<file path="src/rtl/freq_peak_est.sv">
// rtl/freq_peak_est.sv - segment peak tracker and upward threshold-crossing counter
// Two independent valid-framed engines sharing one sample input.
module freq_peak_est #(
  parameter int W  = 16,
  parameter int CW = 16
) (
  input  logic          clk,
  input  logic          rst,
  input  logic [W-1:0]  x,
  input  logic          peak_find_v,
  input  logic          freq_est_v,
  input  logic [W-1:0]  threshold,
  output logic [W-1:0]  peak,
  output logic          peak_find_vout,
  output logic [CW-1:0] count,
  output logic          freq_est_vout
);

  logic [W-1:0]  r_peak;
  logic          r_pf_v_d;
  logic          r_pf_vout;
  logic [CW-1:0] r_count;
  logic [W-1:0]  r_x_prev;
  logic          r_prev_ok;
  logic          r_fe_v_d;
  logic          r_fe_vout;

  logic w_pf_start;
  logic w_fe_start;
  logic w_pf_greater;
  logic w_cross;
  logic w_cnt_max;

  // A segment starts on any valid cycle whose predecessor was not valid (history is cleared by reset).
  assign w_pf_start   = peak_find_v & ~r_pf_v_d;
  assign w_fe_start   = freq_est_v & ~r_fe_v_d;
  assign w_pf_greater = $signed(x) > $signed(r_peak);
  assign w_cross      = r_prev_ok & ($signed(r_x_prev) < $signed(threshold))
                                  & ($signed(x) >= $signed(threshold));
  assign w_cnt_max    = &r_count;

  always_ff @(posedge clk) begin
    if (rst) begin
      r_peak    <= '0;
      r_pf_v_d  <= 1'b0;
      r_pf_vout <= 1'b0;
      r_count   <= '0;
      r_x_prev  <= '0;
      r_prev_ok <= 1'b0;
      r_fe_v_d  <= 1'b0;
      r_fe_vout <= 1'b0;
    end else begin
      r_pf_v_d  <= peak_find_v;
      r_pf_vout <= r_pf_v_d & ~peak_find_v;
      if (w_pf_start) begin
        r_peak <= x;
      end else if (peak_find_v && w_pf_greater) begin
        r_peak <= x;
      end

      r_fe_v_d  <= freq_est_v;
      r_fe_vout <= r_fe_v_d & ~freq_est_v;
      if (w_fe_start) begin
        r_count   <= '0;
        r_x_prev  <= x;
        r_prev_ok <= 1'b1;
      end else if (freq_est_v) begin
        r_x_prev <= x;
        if (w_cross && !w_cnt_max) begin
          r_count <= r_count + 1'b1;
        end
      end else begin
        r_prev_ok <= 1'b0;
      end
    end
  end

  assign peak           = r_peak;
  assign peak_find_vout = r_pf_vout;
  assign count          = r_count;
  assign freq_est_vout  = r_fe_vout;

endmodule

</file>
<file path="config.mk">
export PLATFORM = sky130hd
export DESIGN_NAME = freq_peak_est
export DESIGN_NICKNAME = d
export VERILOG_FILES = /design/src/rtl/freq_peak_est.sv
export SDC_FILE = /design/constraint.sdc
export NUM_CORES = 1
export LEC_CHECK = 0
export BUFFER_PORTS_ARGS = -buffer_cell sky130_fd_sc_hd__buf_4
export CAP_MARGIN = 15
export CELL_PAD_IN_SITES_DETAIL_PLACEMENT = 2
export CELL_PAD_IN_SITES_GLOBAL_PLACEMENT = 2
export CORE_MARGIN = 1.5
export CORE_UTILIZATION = 33
export CTS_CLUSTER_SIZE = 20
export DETAILED_ROUTE_END_ITERATION = 7
export PLACE_DENSITY_LB_ADDON = 0.05
export SLEW_MARGIN = 20
export SYNTH_ARGS = -nofsm -noshare
export SYNTH_HDL_FRONTEND = slang
export SYNTH_SLANG_ARGS = --single-unit
export TNS_END_PERCENT = 5
</file>
<file path="constraint.sdc">
create_clock -name clk -period 3.26 [get_ports clk]
set_input_delay 0.326 -clock clk [delete_from_list [all_inputs] [get_ports clk]]
set_output_delay 0.326 -clock clk [all_outputs]
set_load 0.01 [all_outputs]
</file>
* Yosys cells after proc, flatten, opt, wreduce, memory -nomap -nowiden
Index checks and enable logic that the tools add are counted.
** Storage, ports and cells
- Logic and storage cells :: 37
- Bits of input ports :: 36
- Register bits :: 53
** Operators by class
- Bitwise logic cells :: 10
- Reduce and logical (&&, ||, !) cells :: 8
- Magnitude comparators :: 3
- Mux-type cells :: 6
- Add/sub/neg operators :: 1
- Equal/unequal tests :: 1
** Operator list (number)
- two-way mux 16 bit :: 4
- adder 16 x 1 -> 16 bit (second input constant) :: 1
- greater-or-equal comparator 16 bit :: 1
- > comparator 16 bit :: 1
- less-than comparator 16 bit :: 1
- AND reduction 16 bit :: 1
- AND 1 bit :: 6
- inverter 1 bit :: 4
- nonzero test 2 bit :: 2
- logical AND 1 bit :: 2
- two-way mux 1 bit :: 2
- inequality test 2 x 1 -> 1 bit (second input constant) :: 1
- AND reduction 2 bit :: 1
- OR reduction 2 bit :: 1
- logical NOT 1 bit :: 1

* Logic depth before layout (Yosys ltp)
- Depth after elaboration :: 5
- Depth in mapped cells :: 11
- Mapped depth without buffers :: 9

* Worst setup path before layout
Ideal clock, no wire load.
- Path kind :: input-to-reg
- Start :: in threshold[11]
- End :: reg r_count[11], in the netlist count[11]
- Required time :: 3.201 ns
- Library setup time :: 0.059 ns
- Data arrival time :: 2.326 ns
- Cell stages on the path :: 10
- Setup slack :: 0.875 ns
- Cell sequence :: inv_1 ha_1 and4_1 a21oi_1 o221ai_2 a41oi_2 mux2_4 buf_6 or4_1 nand2_1
** Between the ends
- Longest elaborated chain between the ends :: 5
** RTL lines
- start: declaration :: line 12 : input logic [W-1:0] threshold,
- less-than comparator 16 bit :: line 38 : assign w_cross = r_prev_ok & ($signed(r_x_prev) < $signed(threshold))
- AND 1 bit :: line 38
- AND 1 bit * :: line 39 : & ($signed(x) >= $signed(threshold));
- logical AND 1 bit * :: line 69 : if (w_cross && !w_cnt_max) begin
- AND reduction 2 bit (no line) *
- end signal: assignment :: line 70 : r_count <= r_count + 1'b1;
- end: declaration :: line 22 : logic [CW-1:0] r_count;
Mark *: on every way between the ends. The rest lies on a longest branch, timed or not.
A chain may end at the register's enable or synchronous reset.

* Worst setup path after layout
- Start :: reg r_peak[10], in the netlist peak[10]
- End :: reg r_peak[10], in the netlist peak[10]
** Between the ends
- Longest elaborated chain between the ends :: 3
** RTL lines
- start: declaration :: line 19 : logic [W-1:0] r_peak;
- start signal: assignment :: line 44 : r_peak <= '0;
- start signal: assignment :: line 56 : r_peak <= x;
- start signal: assignment :: line 58 : r_peak <= x;
- > comparator 16 bit :: line 37 : assign w_pf_greater = $signed(x) > $signed(r_peak);
- logical AND 1 bit :: line 57 : end else if (peak_find_v && w_pf_greater) begin
- nonzero test 2 bit (no line)
Every way passes these cells.

==> impl_metrics.tcl <==
set metrics [dict create \
    status "complete, no violations" \
    synthDistinctLibCells 49 \
    postRouteAntennaNets 0 \
    hold_class "in -> reg" \
    ys_ff_latch 53 \
    synth-edff-count 0 \
    drc_errors 0 \
    instances_no_fill 580 \
    peakVddDrop_mv 0.155 \
    hold_buffers 0 \
    slowest_stage "a31o_2" \
    ys.flop_type "dfxtp_1" \
    path_cells "inv_1 -> ha_1 -> nand4_1 -> nor4_1 -> nand2_1 -> nand3_1 -> a31o_2 -> mux2i_1 -> nor2_1" \
    grt_use_total_pct 19.1 \
    initialDrtViolationCount 52 \
    ctsLongestPathBuffers 2 \
    cp.required_ns 3.45 \
    numCtsBuffers 5 \
    clock_sinks 53 \
    slowest_delay_ns 0.57 \
    grt-ovfl-total 0 \
    worstMarginPinSlew_ns 0.907 \
    path_depth 9 \
    synth_nets 468 \
    synth.most_common_cell "dfxtp_1" \
    antenna_found_initial 0 \
    setup_violations 0 \
    tns_ns 0 \
    min_period_over_period_pct 79.6 \
    dp_hpwl_mm 7.84 \
    critPathTopFamily "simple AND/OR/NAND/NOR gates" \
    worstReg2RegStart "peak[10]" \
    timing.rr.end "peak[10]" \
    fmax_mhz 385 \
    cp-start-kind "flip-flop" \
    cts.repair.resized 0 \
    slew_violations 0 \
    yosys_warnings 0 \
    first_pass_iters 4 \
    grt_pass1_wl_mm 16.9 \
    syn-mean-instance-area_um2 8.77 \
    n_antenna_cell 0 \
    hold_slack_ns 0.181 \
    fin_skew_ns 0.0109 \
    p_per_area_nw_per_um2 369 \
    dpl-instance-area_um2 3970 \
    avgRoutedWirePerCell_um 17.6 \
    reg2reg_slack_ns 0.67 \
    synthArstFlopShare_pct 0 \
    fin_crit_ns 2.59 \
    syn-cell-area_um2 3370 \
    crit_type "reg -> reg" \
    totalWireLength_mm 10.2 \
    clk_pin_slew_ns 0.10 \
    ctsHtreeMaxLevel 2 \
    rsz0062_at_grt "no" \
    area_delta_synth_final_pct 21.6 \
    io_buffer_count 69 \
    netlist_instances 384 \
    r2r_cells 9 \
    p_leak_nw 1.96 \
    max_slew_margin_pct 39.5 \
    synth_seq_area_share_pct 31.5 \
    yosys.area.top_type "dfxtp_1" \
    fin_area_um2 4090 \
    core_um2 9820 \
    path_buf_inv 1 \
    cts_setup_buffers 0 \
    hold_end "peak_find_vout" \
    crit_arrival_ns 2.78 \
    rows 36 \
    yosys.area.top_type_share_pct 31.5 \
    vias_per_cell 5.26 \
    die_w_um 104 \
    dp_cells 572 \
    grt_pass1_vias 3358 \
    hold_violations 0 \
    finish.net_count 530 \
    cts_tree "done" \
    vias 3048 \
    die_area_um2 10800 \
    routabilityCongestion 0.769 \
    total_power_mw 1.51 \
    post_route_cells_drive_above_1_share_pct 19.9 \
    grt_max_degree 39 \
    synth.area.top_cells "dfxtp_1, ha_1, mux2i_1" \
    holdCritStartpoint "peak_find_v" \
    fp.dieH_um 104 \
    min_path_cells 2 \
    synth_commonest_cells "dfxtp_1, ha_1, nor2_1" \
    root_buffer "clkbuf_8" \
    ios 70 \
    initial_core_util_pct 34.3 \
    critPathMaxFanout 16 \
    cp-end-kind "flip-flop" \
    cap_violations 0 \
    clk_latency_ns 0.32 \
]
==> registers in the layout (all words and copies together) (netlist names) <==
signal          cells
r_pf_v_d            1
freq_est_vout       1
r_x_prev           16
r_prev_ok           1
peak               16
r_fe_v_d            1
peak_find_vout      1
count              16
==> cells by family after synthesis <==
kind of cell,count (synthesis),share of synthesized area (%)
simple gates,126,18.7
compound gates,69,14.8
buf+inv,54,6.88
flops,53,31.5
fa+ha+maj,48,17.8
mux,34,10.3
==> layout make-up <==
class / instances / area (um2)
clock buffer: 6 / 82.6
sequential: 53 / 1060
inverter: 39 / 146
tap: 133 / 166
fill: 1171 / 5730
clock inverter: 2 / 37.5
multi-input combinational: 277 / 2070
timing repair buffer: 70 / 526
==> metal layers <==
layer | wire [um] | part of all wire [%] | vias to the layer above | GRT usage [%]
met5 | 0 | 0 | - | 0
met4 | 112 | 1.1 | 0 | 3.97
met3 | 296 | 2.9 | 9 | 3.01
met2 | 5250 | 51 | 45 | 35.7
met1 | 4550 | 45 | 1493 | 22.9
li1 | - | - | 1501 | -
==> worst max path at each step <==
stage                  start         to  slack (ns)
2_1_floorplan  threshold[11]  count[11]        0.87
3_3_place_gp   threshold[11]   count[9]        0.62
3_5_place_dp   threshold[11]  count[13]        0.55
4_1_cts             peak[10]   peak[10]        0.63
5_1_grt             peak[11]    peak[4]        0.45
6_report            peak[10]   peak[10]        0.67
==> worst register-to-register path, delay by kind of cell, from the launching register on <==
kind	cells	cell delay, ns
and+or+nand+nor	5	0.86
AOI/OAI and AO/OA	1	0.57
DFF	1	0.38
adders and majority gates	1	0.30
muxes	1	0.28
buffers and inverters	1	0.07
==> through the flow <==
step                      util [%]  worst slack, ns
final                         41.7            0.666
after detailed placement      40.5            0.547
after global placement        40.5            0.618
after floorplan                  -            0.875
after CTS                     41.7            0.629
after global routing          41.7            0.454
==> power breakdown <==
| part | switching, mW | leakage [nW] | total, mW | internal (mW) |
|---|---|---|---|---|
| sequential | 0.0200 | 0.434 | 0.695 | 0.675 |
| clock | 0.238 | 0.0574 | 0.488 | 0.250 |
| combinational | 0.185 | 1.47 | 0.328 | 0.143 |
| total | 0.442 | 1.96 | 1.51 | 1.07 |
==> layout by cell type, fill, tap and decap left out, types with 3 or more instances in the layout <==
master	Yosys	final
a21o_1	5	5
a21oi_1	22	22
a31oi_1	3	3
a41o_1	3	3
and3_1	5	5
and4_1	4	4
buf_4	1	70
clkbuf_8	0	6
dfxtp_1	53	53
ha_1	48	48
inv_1	39	39
mux2i_1	33	33
nand2_1	25	25
nand2b_1	3	3
nand3_1	12	12
nand4_1	11	11
nor2_1	46	46
o211ai_1	9	9
o21a_1	3	3
o21ai_0	5	5
o41ai_1	3	3
or3_1	3	3
or4_1	6	6
(Power assumes the default switching activity.)
